[config.mk]
export PLATFORM = sky130hd
export DESIGN_NAME = pipeline_hazard_controller_flat
export DESIGN_NICKNAME = d
export VERILOG_FILES = /design/src/rtl/pipeline_hazard_controller_if.sv /design/src/rtl/pipeline_hazard_controller.sv /design/src/flat_wrapper.sv
export SDC_FILE = /design/constraint.sdc
export NUM_CORES = 1
export LEC_CHECK = 0
export BUFFER_PORTS_ARGS = -buffer_cell sky130_fd_sc_hd__buf_2
export CELL_PAD_IN_SITES_DETAIL_PLACEMENT = 0
export CELL_PAD_IN_SITES_GLOBAL_PLACEMENT = 1
export CORE_UTILIZATION = 39
export DETAILED_ROUTE_END_ITERATION = 7
export GPL_TIMING_DRIVEN = 0
export PLACE_DENSITY = 0.91
export SYNTH_ARGS = -nofsm -noshare
export SYNTH_HDL_FRONTEND = slang
export SYNTH_SLANG_ARGS = --single-unit
export TNS_END_PERCENT = 100
[constraint.sdc]
create_clock -name Clk -period 2.55 [get_ports Clk]
set_input_delay 0.1275 -clock Clk [delete_from_list [all_inputs] [get_ports Clk]]
set_output_delay 0.1275 -clock Clk [all_outputs]
set_load 0.02 [all_outputs]
[src/rtl/pipeline_hazard_controller_if.sv]
// Pipeline-to-hazard-controller bundle: hazard sources in, stage enables/flushes and status out.
// The master drives the pipeline-side sources; the controller sits on the slave modport.
interface pipeline_hazard_controller_if #(
  parameter int unsigned CNT_W = 32
);
  logic             MemRead_EX;
  logic [4:0]       Write_Register_EX;
  logic [4:0]       Rs_ID;
  logic [4:0]       Rt_ID;
  logic             Branch_MEM;
  logic             Zero_MEM;
  logic             MemRead_MEM;
  logic             MemWrite_MEM;
  logic             Mem_Ready;
  logic             PC_Write;
  logic             IF_ID_Write;
  logic             IF_ID_Flush;
  logic             ID_EX_Write;
  logic             ID_EX_Flush;
  logic             EX_MEM_Write;
  logic             EX_MEM_Flush;
  logic             MEM_WB_Bubble;
  logic             PCSrc;
  logic             Mem_Error;
  logic [CNT_W-1:0] Stall_Cycles;
  logic [CNT_W-1:0] Flush_Count;

  modport master (
    output MemRead_EX, Write_Register_EX, Rs_ID, Rt_ID, Branch_MEM, Zero_MEM,
           MemRead_MEM, MemWrite_MEM, Mem_Ready,
    input  PC_Write, IF_ID_Write, IF_ID_Flush, ID_EX_Write, ID_EX_Flush, EX_MEM_Write,
           EX_MEM_Flush, MEM_WB_Bubble, PCSrc, Mem_Error, Stall_Cycles, Flush_Count
  );

  modport slave (
    input  MemRead_EX, Write_Register_EX, Rs_ID, Rt_ID, Branch_MEM, Zero_MEM,
           MemRead_MEM, MemWrite_MEM, Mem_Ready,
    output PC_Write, IF_ID_Write, IF_ID_Flush, ID_EX_Write, ID_EX_Flush, EX_MEM_Write,
           EX_MEM_Flush, MEM_WB_Bubble, PCSrc, Mem_Error, Stall_Cycles, Flush_Count
  );
endinterface

[src/rtl/pipeline_hazard_controller.sv]
// MIPS32 pipeline hazard controller: load-use stalls, taken-branch flushes, and memory-wait
// freezes with a timeout watchdog, plus saturating stall/flush counters.
module pipeline_hazard_controller #(
  parameter int unsigned MEM_TIMEOUT = 15,
  parameter int unsigned CNT_W       = 32
) (
  input logic                          Clk,
  input logic                          Reset,
  pipeline_hazard_controller_if.slave  bus
);

  localparam int unsigned WaitW = (MEM_TIMEOUT < 2) ? 1 : $clog2(MEM_TIMEOUT + 1);

  typedef enum logic [1:0] {StRun, StMemWait, StFault} state_e;

  state_e           r_state;
  logic [WaitW-1:0] r_wait;
  logic             r_mem_error;
  logic [CNT_W-1:0] r_stall_cnt;
  logic [CNT_W-1:0] r_flush_cnt;

  logic w_mem_req, w_mem_stall, w_taken, w_load_use;
  logic w_freeze, w_br_flush, w_lu_stall;
  logic w_pc_write, w_if_id_write, w_if_id_flush, w_id_ex_write, w_id_ex_flush;
  logic w_ex_mem_write, w_ex_mem_flush, w_mem_wb_bubble, w_pcsrc;

  assign w_mem_req   = bus.MemRead_MEM | bus.MemWrite_MEM;
  assign w_mem_stall = w_mem_req & ~bus.Mem_Ready;
  assign w_taken     = bus.Branch_MEM & bus.Zero_MEM;
  assign w_load_use  = bus.MemRead_EX && (bus.Write_Register_EX != 5'd0) &&
                       ((bus.Write_Register_EX == bus.Rs_ID) ||
                        (bus.Write_Register_EX == bus.Rt_ID));

  // Hazard arbitration: memory stall beats a taken branch, which beats load-use.
  always_comb begin
    w_freeze   = 1'b0;
    w_br_flush = 1'b0;
    w_lu_stall = 1'b0;
    if (!Reset) begin
      unique case (r_state)
        StRun: begin
          if (w_mem_stall)     w_freeze   = 1'b1;
          else if (w_taken)    w_br_flush = 1'b1;
          else if (w_load_use) w_lu_stall = 1'b1;
        end
        StMemWait: w_freeze = ~bus.Mem_Ready;
        StFault:   w_freeze = 1'b1;
        default:   w_freeze = 1'b1;
      endcase
    end
  end

  always_comb begin
    w_pc_write      = ~(w_freeze | w_lu_stall);
    w_if_id_write   = ~(w_freeze | w_lu_stall);
    w_id_ex_write   = ~w_freeze;
    w_ex_mem_write  = ~w_freeze;
    w_if_id_flush   = Reset | w_br_flush;
    w_id_ex_flush   = Reset | w_br_flush | w_lu_stall;
    w_ex_mem_flush  = Reset | w_br_flush;
    w_mem_wb_bubble = Reset | w_freeze;
    w_pcsrc         = w_br_flush;
  end

  always_ff @(posedge Clk) begin
    if (Reset) begin
      r_state     <= StRun;
      r_wait      <= '0;
      r_mem_error <= 1'b0;
      r_stall_cnt <= '0;
      r_flush_cnt <= '0;
    end else begin
      unique case (r_state)
        StRun: begin
          if (w_mem_stall) begin
            r_state <= StMemWait;
            r_wait  <= WaitW'(1);
          end
        end
        StMemWait: begin
          if (bus.Mem_Ready) begin
            r_state <= StRun;
            r_wait  <= '0;
          end else if (r_wait == WaitW'(MEM_TIMEOUT)) begin
            r_state     <= StFault;
            r_mem_error <= 1'b1;
          end else begin
            r_wait <= r_wait + WaitW'(1);
          end
        end
        StFault: r_state <= StFault;
        default: r_state <= StFault;
      endcase
      if (!w_pc_write && (r_stall_cnt != '1)) r_stall_cnt <= r_stall_cnt + CNT_W'(1);
      if (w_br_flush && (r_flush_cnt != '1))  r_flush_cnt <= r_flush_cnt + CNT_W'(1);
    end
  end

  assign bus.PC_Write      = w_pc_write;
  assign bus.IF_ID_Write   = w_if_id_write;
  assign bus.IF_ID_Flush   = w_if_id_flush;
  assign bus.ID_EX_Write   = w_id_ex_write;
  assign bus.ID_EX_Flush   = w_id_ex_flush;
  assign bus.EX_MEM_Write  = w_ex_mem_write;
  assign bus.EX_MEM_Flush  = w_ex_mem_flush;
  assign bus.MEM_WB_Bubble = w_mem_wb_bubble;
  assign bus.PCSrc         = w_pcsrc;
  assign bus.Mem_Error     = r_mem_error;
  assign bus.Stall_Cycles  = r_stall_cnt;
  assign bus.Flush_Count   = r_flush_cnt;

endmodule

[src/flat_wrapper.sv]
// flat-port wrapper written by rule: the top's interface ports become plain ports
module pipeline_hazard_controller_flat 
#(
  parameter int unsigned MEM_TIMEOUT = 15,
  parameter int unsigned CNT_W       = 32
)
  (Clk, Reset, bus_MemRead_EX, bus_Write_Register_EX, bus_Rs_ID, bus_Rt_ID, bus_Branch_MEM, bus_Zero_MEM, bus_MemRead_MEM, bus_MemWrite_MEM, bus_Mem_Ready, bus_PC_Write, bus_IF_ID_Write, bus_IF_ID_Flush, bus_ID_EX_Write, bus_ID_EX_Flush, bus_EX_MEM_Write, bus_EX_MEM_Flush, bus_MEM_WB_Bubble, bus_PCSrc, bus_Mem_Error, bus_Stall_Cycles, bus_Flush_Count);
  pipeline_hazard_controller_if #(.CNT_W(CNT_W)) bus_i ();
  input logic Clk;
  input logic Reset;
  input wire logic [$bits(bus_i.MemRead_EX)-1:0] bus_MemRead_EX;
  input wire logic [$bits(bus_i.Write_Register_EX)-1:0] bus_Write_Register_EX;
  input wire logic [$bits(bus_i.Rs_ID)-1:0] bus_Rs_ID;
  input wire logic [$bits(bus_i.Rt_ID)-1:0] bus_Rt_ID;
  input wire logic [$bits(bus_i.Branch_MEM)-1:0] bus_Branch_MEM;
  input wire logic [$bits(bus_i.Zero_MEM)-1:0] bus_Zero_MEM;
  input wire logic [$bits(bus_i.MemRead_MEM)-1:0] bus_MemRead_MEM;
  input wire logic [$bits(bus_i.MemWrite_MEM)-1:0] bus_MemWrite_MEM;
  input wire logic [$bits(bus_i.Mem_Ready)-1:0] bus_Mem_Ready;
  output wire logic [$bits(bus_i.PC_Write)-1:0] bus_PC_Write;
  output wire logic [$bits(bus_i.IF_ID_Write)-1:0] bus_IF_ID_Write;
  output wire logic [$bits(bus_i.IF_ID_Flush)-1:0] bus_IF_ID_Flush;
  output wire logic [$bits(bus_i.ID_EX_Write)-1:0] bus_ID_EX_Write;
  output wire logic [$bits(bus_i.ID_EX_Flush)-1:0] bus_ID_EX_Flush;
  output wire logic [$bits(bus_i.EX_MEM_Write)-1:0] bus_EX_MEM_Write;
  output wire logic [$bits(bus_i.EX_MEM_Flush)-1:0] bus_EX_MEM_Flush;
  output wire logic [$bits(bus_i.MEM_WB_Bubble)-1:0] bus_MEM_WB_Bubble;
  output wire logic [$bits(bus_i.PCSrc)-1:0] bus_PCSrc;
  output wire logic [$bits(bus_i.Mem_Error)-1:0] bus_Mem_Error;
  output wire logic [$bits(bus_i.Stall_Cycles)-1:0] bus_Stall_Cycles;
  output wire logic [$bits(bus_i.Flush_Count)-1:0] bus_Flush_Count;
  assign bus_i.MemRead_EX = bus_MemRead_EX;
  assign bus_i.Write_Register_EX = bus_Write_Register_EX;
  assign bus_i.Rs_ID = bus_Rs_ID;
  assign bus_i.Rt_ID = bus_Rt_ID;
  assign bus_i.Branch_MEM = bus_Branch_MEM;
  assign bus_i.Zero_MEM = bus_Zero_MEM;
  assign bus_i.MemRead_MEM = bus_MemRead_MEM;
  assign bus_i.MemWrite_MEM = bus_MemWrite_MEM;
  assign bus_i.Mem_Ready = bus_Mem_Ready;
  assign bus_PC_Write = bus_i.PC_Write;
  assign bus_IF_ID_Write = bus_i.IF_ID_Write;
  assign bus_IF_ID_Flush = bus_i.IF_ID_Flush;
  assign bus_ID_EX_Write = bus_i.ID_EX_Write;
  assign bus_ID_EX_Flush = bus_i.ID_EX_Flush;
  assign bus_EX_MEM_Write = bus_i.EX_MEM_Write;
  assign bus_EX_MEM_Flush = bus_i.EX_MEM_Flush;
  assign bus_MEM_WB_Bubble = bus_i.MEM_WB_Bubble;
  assign bus_PCSrc = bus_i.PCSrc;
  assign bus_Mem_Error = bus_i.Mem_Error;
  assign bus_Stall_Cycles = bus_i.Stall_Cycles;
  assign bus_Flush_Count = bus_i.Flush_Count;
  pipeline_hazard_controller #(.MEM_TIMEOUT(MEM_TIMEOUT), .CNT_W(CNT_W)) u_core (.Clk(Clk), .Reset(Reset), .bus(bus_i));
endmodule
## Yosys cells after proc, flatten, opt, wreduce, memory -nomap -nowiden

Index checks and enable logic that the tools add are counted.

| storage, ports and cells | value |
|---|---|
| flip-flop bits (word level) | 71 |
| input bits | 23 |
| output and inout bits | 74 |
| word-level logic and storage cells | 58 |

| operators by class | value |
|---|---|
| add/subtract/negate cells | 3 |
| eq/ne operators | 9 |
| muxes and demuxes | 20 |
| bitwise logic cells | 10 |
| reductions and logical operators | 11 |

Operators by type and width:

| cell | number |
|---|---|
| adder 32 x 1 -> 32 bit (second input constant) | 2 |
| != test 32 bit (second input constant) | 2 |
| 2-to-1 mux 4 bit | 3 |
| 2-to-1 mux 1 bit | 11 |
| equality test 5 bit | 2 |
| case mux 4 bit (2 select lines) | 1 |
| 2-to-1 mux 2 bit | 3 |
| AND reduction 3 bit | 2 |
| OR 1 bit | 5 |
| nonzero test 5 bit | 1 |
| adder 4 x 1 -> 4 bit (second input constant) | 1 |
| equality test 4 bit (second input constant) | 1 |
| logical AND 1 bit | 4 |
| case mux 2 bit (2 select lines) | 1 |
| != test 3 x 2 -> 1 bit (second input constant) | 1 |
| != test 3 bit (second input constant) | 1 |
| inverter 1 bit | 3 |
| bitwise AND 1 bit | 2 |
| equality test 2 x 1 -> 1 bit (second input constant) | 1 |
| logical NOT 2 bit | 1 |
| != test 2 x 1 -> 1 bit (second input constant) | 1 |
| case mux 1 bit (2 select lines) | 1 |
| AND reduction 2 bit | 1 |
| nonzero test 2 bit | 1 |
| logical OR 1 bit | 1 |

## Longest topological paths before layout

| logic depth | value |
|---|---|
| word-level depth | 10 |
| mapped depth | 10 |
| gate-level depth less buffers | 7 |

## Worst setup path after synthesis

Ideal clock, no wire load.

| timing path | value |
|---|---|
| path kind | flip-flop to flip-flop |
| start | register u_core.r_state[0] |
| end | register u_core.r_stall_cnt[1] (netlist: u_core.bus.Stall_Cycles[1]) |
| library setup time | 70 ps |
| arrival | 2116 ps |
| required time | 2480 ps |
| path slack | 364 ps |
| stages on the path, launching flop included | 9 |
| buffers on the path | 2 |
| clock period less this slack | 2186 ps |
| path through | dfxtp_1 > nor3_1 > nor2_1 > o21ai_0 > a21boi_2 > buf_4 > buf_4 > o21ai_0 > a21oi_1 |

| on the way | value |
|---|---|
| cells in the longest elaborated chain, start to end | 5 |
| elaborated cells between the ends (all ways) | 8 |
| classes of those cells | eq/ne (1); mux (4); bitwise (1); reduce/logical (2) |

RTL lines:

| item | line | text |
|---|---|---|
| start, declared | pipeline_hazard_controller.sv:16 | `state_e r_state;` |
| start signal, assigned | pipeline_hazard_controller.sv:67 | `r_state <= StRun;` |
| start signal, assigned | pipeline_hazard_controller.sv:76 | `r_state <= StMemWait;` |
| start signal, assigned | pipeline_hazard_controller.sv:82 | `r_state <= StRun;` |
| equality test 2 x 1 -> 1 bit / logical NOT 2 bit (equally long branches) | pipeline_hazard_controller.sv:40 | `unique case (r_state)` |
| case mux 1 bit (2 select lines) / 2-to-1 mux 1 bit (equally long branches) | pipeline_hazard_controller.sv:40 |  |
| 2-to-1 mux 1 bit | pipeline_hazard_controller.sv:39 | `if (!Reset) begin` |
| OR 1 bit (*) | pipeline_hazard_controller.sv:54 | `w_pc_write = ~(w_freeze \| w_lu_stall);` |
| logical AND 1 bit (*) | pipeline_hazard_controller.sv:94 | `if (!w_pc_write && (r_stall_cnt != '1)) r_stall_cnt <= r_stall_cnt + CNT_W'(1);` |
| end signal, assigned | pipeline_hazard_controller.sv:94 |  |
| end, declared | pipeline_hazard_controller.sv:19 | `logic [CNT_W-1:0] r_stall_cnt;` |

Every way passes the cells marked *; elsewhere a longest branch is shown, timed or not.
A chain may end at the register's enable or synchronous reset.

## Worst setup path in the final report

| timing path | value |
|---|---|
| start | register u_core.r_state[0] |
| end | output port bus_PC_Write |

| on the way | value |
|---|---|
| cells in the longest elaborated chain, start to end | 5 |
| elaborated cells between the ends (all ways) | 8 |
| classes of those cells | eq/ne (1); mux (4); bitwise (2); reduce/logical (1) |

RTL lines:

| item | line | text |
|---|---|---|
| equality test 2 x 1 -> 1 bit / logical NOT 2 bit (equally long branches) | pipeline_hazard_controller.sv:40 |  |
| case mux 1 bit (2 select lines) / 2-to-1 mux 1 bit (equally long branches) | pipeline_hazard_controller.sv:40 |  |
| 2-to-1 mux 1 bit | pipeline_hazard_controller.sv:39 |  |
| OR 1 bit (*) | pipeline_hazard_controller.sv:54 |  |
| inverter 1 bit (*) | pipeline_hazard_controller.sv:54 |  |
| end, declared | flat_wrapper.sv:20 | `output wire logic [$bits(bus_i.PC_Write)-1:0] bus_PC_Write;` |

Marks and branches as above.

==> flow_summary_export.csv <==
group,metric,value,unit
power_and_ir_drop,power_density,485,nW/µm²
hold_path,hold_path.class,"in -> reg",
drt,drt-wirelength-per-cell,14.6,µm
finish,finish.net_count,585,
sta,period_minus_slack,2.37,ns
floorplan,ioPinCount,97,
cts,tritoncts,"done",
drt,dr_total_vias,3825,
sta,final-setup-viol-count,0,
power_and_ir_drop,pwr-share-clk,0.434,
placement,routabilityCongestion,0.850,
finish,final.fill_count,927,
logic_synthesis,yosysTopAreaCell,"dfxtp_1",
flow_run,drv.max_cap_violation_count,0,
logic_synthesis,synthesis.nets,476,
finish,antenna-diode-count,0,
power_and_ir_drop,power_switching_share,0.230,
finish,post_route_cells_drive_above_1_share,0.259,
cts,cts_buffers,9,
sta,timing.fmax,422,MHz
power_and_ir_drop,switching_power,0.521,mW
global_route,grt_first_pass_wirelength,16.5,mm
logic_synthesis,syn_avg_cell_area,8.44,µm²
power_and_ir_drop,cellLeakagePower,1.79,nW
drt,number_of_vias_per_cell_after_detailed_routing,5.53,
global_route,grt_start_max_net_pins,12,
logic_synthesis,ys_dominant_reg_cell,"dfxtp_1",
sta,timing.final.crit_share,0.929,
global_route,grt_antenna_before_repair,0,
finish,syn_to_final_growth,23.1,%
sta,clock_skew,0.00913,ns
logic_synthesis,synth-warning-count,0,
logic_synthesis,synthDominantCellAreaShare,0.374,
critical_path,critical_path_slowest_stage_cell,"dfxtp_1",
placement,port_buffers,96,
sta,totalNegativeSetupSlack,0,ns
placement,detailed_place_hpwl,7.48,mm
drt,post-route-drc-count,0,
cts,clock_pin_transition_on_the_worst_setup_and_hold_timing_paths,0.07,ns
drt,route.final.wire_length,10.1,mm
cts,source_to_sink_clock_delay_at_the_later_pin_of_the_worst_skew_pair,0.35,ns
logic_synthesis,ys_ff_latch,71,
sta,tightestPinTransition,0.668,ns
floorplan,die-width,101,µm
logic_synthesis,synth_cells,450,
critical_path,worst-path-max-fanout,11,
cts,clock_sink_count,71,
sta,hold_fails_final_rpt,0,
critical_path,cp_data_arrival_time,2.24,ns
logic_synthesis,cell_types_with_the_largest_area_share_after_synthesis,"dfxtp_1, xnor2_1, nand4_1, nor2_1, or4_1",
finish,mostFrequentLayoutCell,"buf_2",
placement,dpl.cell_count,675,
critical_path,critPathMaxStageDelay,0.37,ns
logic_synthesis,synthArstFlopShare,0,
critical_path,cp.required,2.42,ns
logic_synthesis,post_synth_instance_area,3800,µm²
drt,first_pass_iters,4,
floorplan,die-area,10100,µm²
critical_path,worstSetupPathType,"reg -> out",
critical_path,worstSetupStartpointType,"register",
cts,cts-root-to-sink-buffers,2,
floorplan,floorplan.core_area,9330,µm²
floorplan,dieHeight,101,µm
critical_path,critical_path.cell_chain,"nor3_1 > nor2_1 > o21ai_1 > a21boi_4 > buf_4 > buf_4 > buf_4 > buf_2",
logic_synthesis,synth_cell_types,54,
power_and_ir_drop,combinationalPowerShare,0.072,
drt,drt_first_iter_violations,185,
power_and_ir_drop,internal_power,1.75,mW
drt,post_detailed_route_count_of_antenna_violating_nets,0,
logic_synthesis,yosysSeqAreaShare,0.374,
critical_path,critical_path.endpoint_type,"primary output",
cts,cts_max_level,3,
finish,layout_common_cells,"buf_2, dfxtp_1, nor2_1",
critical_path,worst_path_most_repeated_cell,"buf_4",
floorplan,core.rowCount,35,
status,run_status,"completed",
global_route,globalRoute.totalOverflow,0,
global_route,grt_usage,0.205,
floorplan,starting_density_of_the_core,0.407,
power_and_ir_drop,vdd_ir_drop_max,249,µV
sta,setup_repair_after_global_routing_missed_its_margin,"no",
finish,post_layout_nonfiller_instances,692,
global_route,via_count_of_the_first_global_routing_pass,3492,
sta,timing.slew.headroom,0.552,
cts,clock_tree.root_cell,"clkbuf_8",
power_and_ir_drop,seqPwrFrac,0.494,
logic_synthesis,synth-edff-count,0,
sta,slew_viol_final,0,
-- synthesized netlist by cell type (2+ instances only) --
cell type and count:
inv_1 8, dfxtp_1 71, clkbuf_1 11, o211ai_1 3, buf_4 9, or4_1 21
o31ai_1 19, a21boi_2 2, nand3_1 22, and2_1 6, a211oi_1 5, nor3_2 2
xnor2_1 23, and3_1 12, o311ai_0 5, nor2_1 43, nor4b_1 4, nand4_1 29
ha_1 3, buf_2 6, o41ai_1 4, nor3_1 6, mux2_2 2, and4_1 6
or3_1 12, nand2_1 25, a31oi_1 2, or3_4 2, nor4_1 2, a21oi_1 31
o21ai_0 15, and4_4 2, nor2b_1 3, xor2_1 14
-- worst max-delay path, delay by kind of cell, from the launching register on --
family          cells  cell delay (ns)
compound gates      2             0.55
buf+inv             4             0.67
flops               1             0.37
simple gates        2             0.29
-- logic make-up after synthesis --
logic type,share of synthesized area
mux,0.00856
flops,0.374
buf+inv,0.0491
compound gates,0.162
fa+ha+maj,0.00988
xor+xnor,0.0853
simple gates,0.311
-- path summary, 6_finish.rpt --
check                        from  slack, ns                     endpoint  cells after the start
max             u_core.r_state[0]       0.18                 bus_PC_Write                      8
min                 bus_Mem_Ready       0.13            u_core.r_state[0]                      4
min reg2reg  u_core.bus.Mem_Error       0.48         u_core.bus.Mem_Error                      2
max reg2reg     u_core.r_state[0]       0.20  u_core.bus.Stall_Cycles[27]                      7
-- power groups by stage --
stage	clock network [mW]	registers (mW)	logic [mW]
floorplan	0	1.15	0.0950
global placement	0	1.15	0.157
detailed placement	0	1.15	0.159
CTS	1.00	1.12	0.162
global route	1.05	1.12	0.179
finish	0.984	1.12	0.163
-- per-layer routing --
metal,wire length [µm],GRT usage,up-vias
met5,0,0,-
met4,140,0.0858,0
met3,702,0.0541,13
met2,4610,0.322,99
met1,4680,0.265,1806
li1,-,-,1907
-- what timing repair did --
| item | CTS | global route |
|---|---|---|
| gates resized for setup | 2 | 1 |
| setup endpoints to repair | 2 | 19 |
| pin swaps | 0 | 0 |
| buffers inserted | 0 | 2 |
| hold buffers | 0 | 0 |
| cloned | 0 | 0 |
-- flip-flops by register name, summed over array words and instances (netlist names) --
signal                   flops
u_core.bus.Mem_Error         1
u_core.r_state               2
u_core.bus.Flush_Count      32
u_core.bus.Stall_Cycles     32
u_core.r_wait                4
-- layout make-up --
cell class / instances / area, µm² / area share
Sequential cell: 71 / 1420 / 0.304
Buffer: 28 / 148 / 0.0316
Timing Repair Buffer: 98 / 495 / 0.106
Clock inverter: 4 / 70.1 / 0.0150
Tap cell: 129 / 161 / 0.0345
Multi-Input combinational cell: 342 / 2200 / 0.471
Inverter: 9 / 38.8 / 0.00829
Clock buffer: 11 / 141 / 0.0302
-- per-stage QoR --
step	hold slack, ns	instance area (µm²)	util	power, mW	worst slack [ns]
floorplan	0.291	3800	-	1.24	0.364
global placement	0.466	4440	0.476	1.30	0.183
detailed placement	0.467	4440	0.476	1.30	0.193
CTS	0.112	4660	0.500	2.28	0.0574
global route	0.175	4680	0.502	2.35	0.0106
finish	0.132	4680	0.502	2.27	0.182
Power figures use the tool's default switching activity.
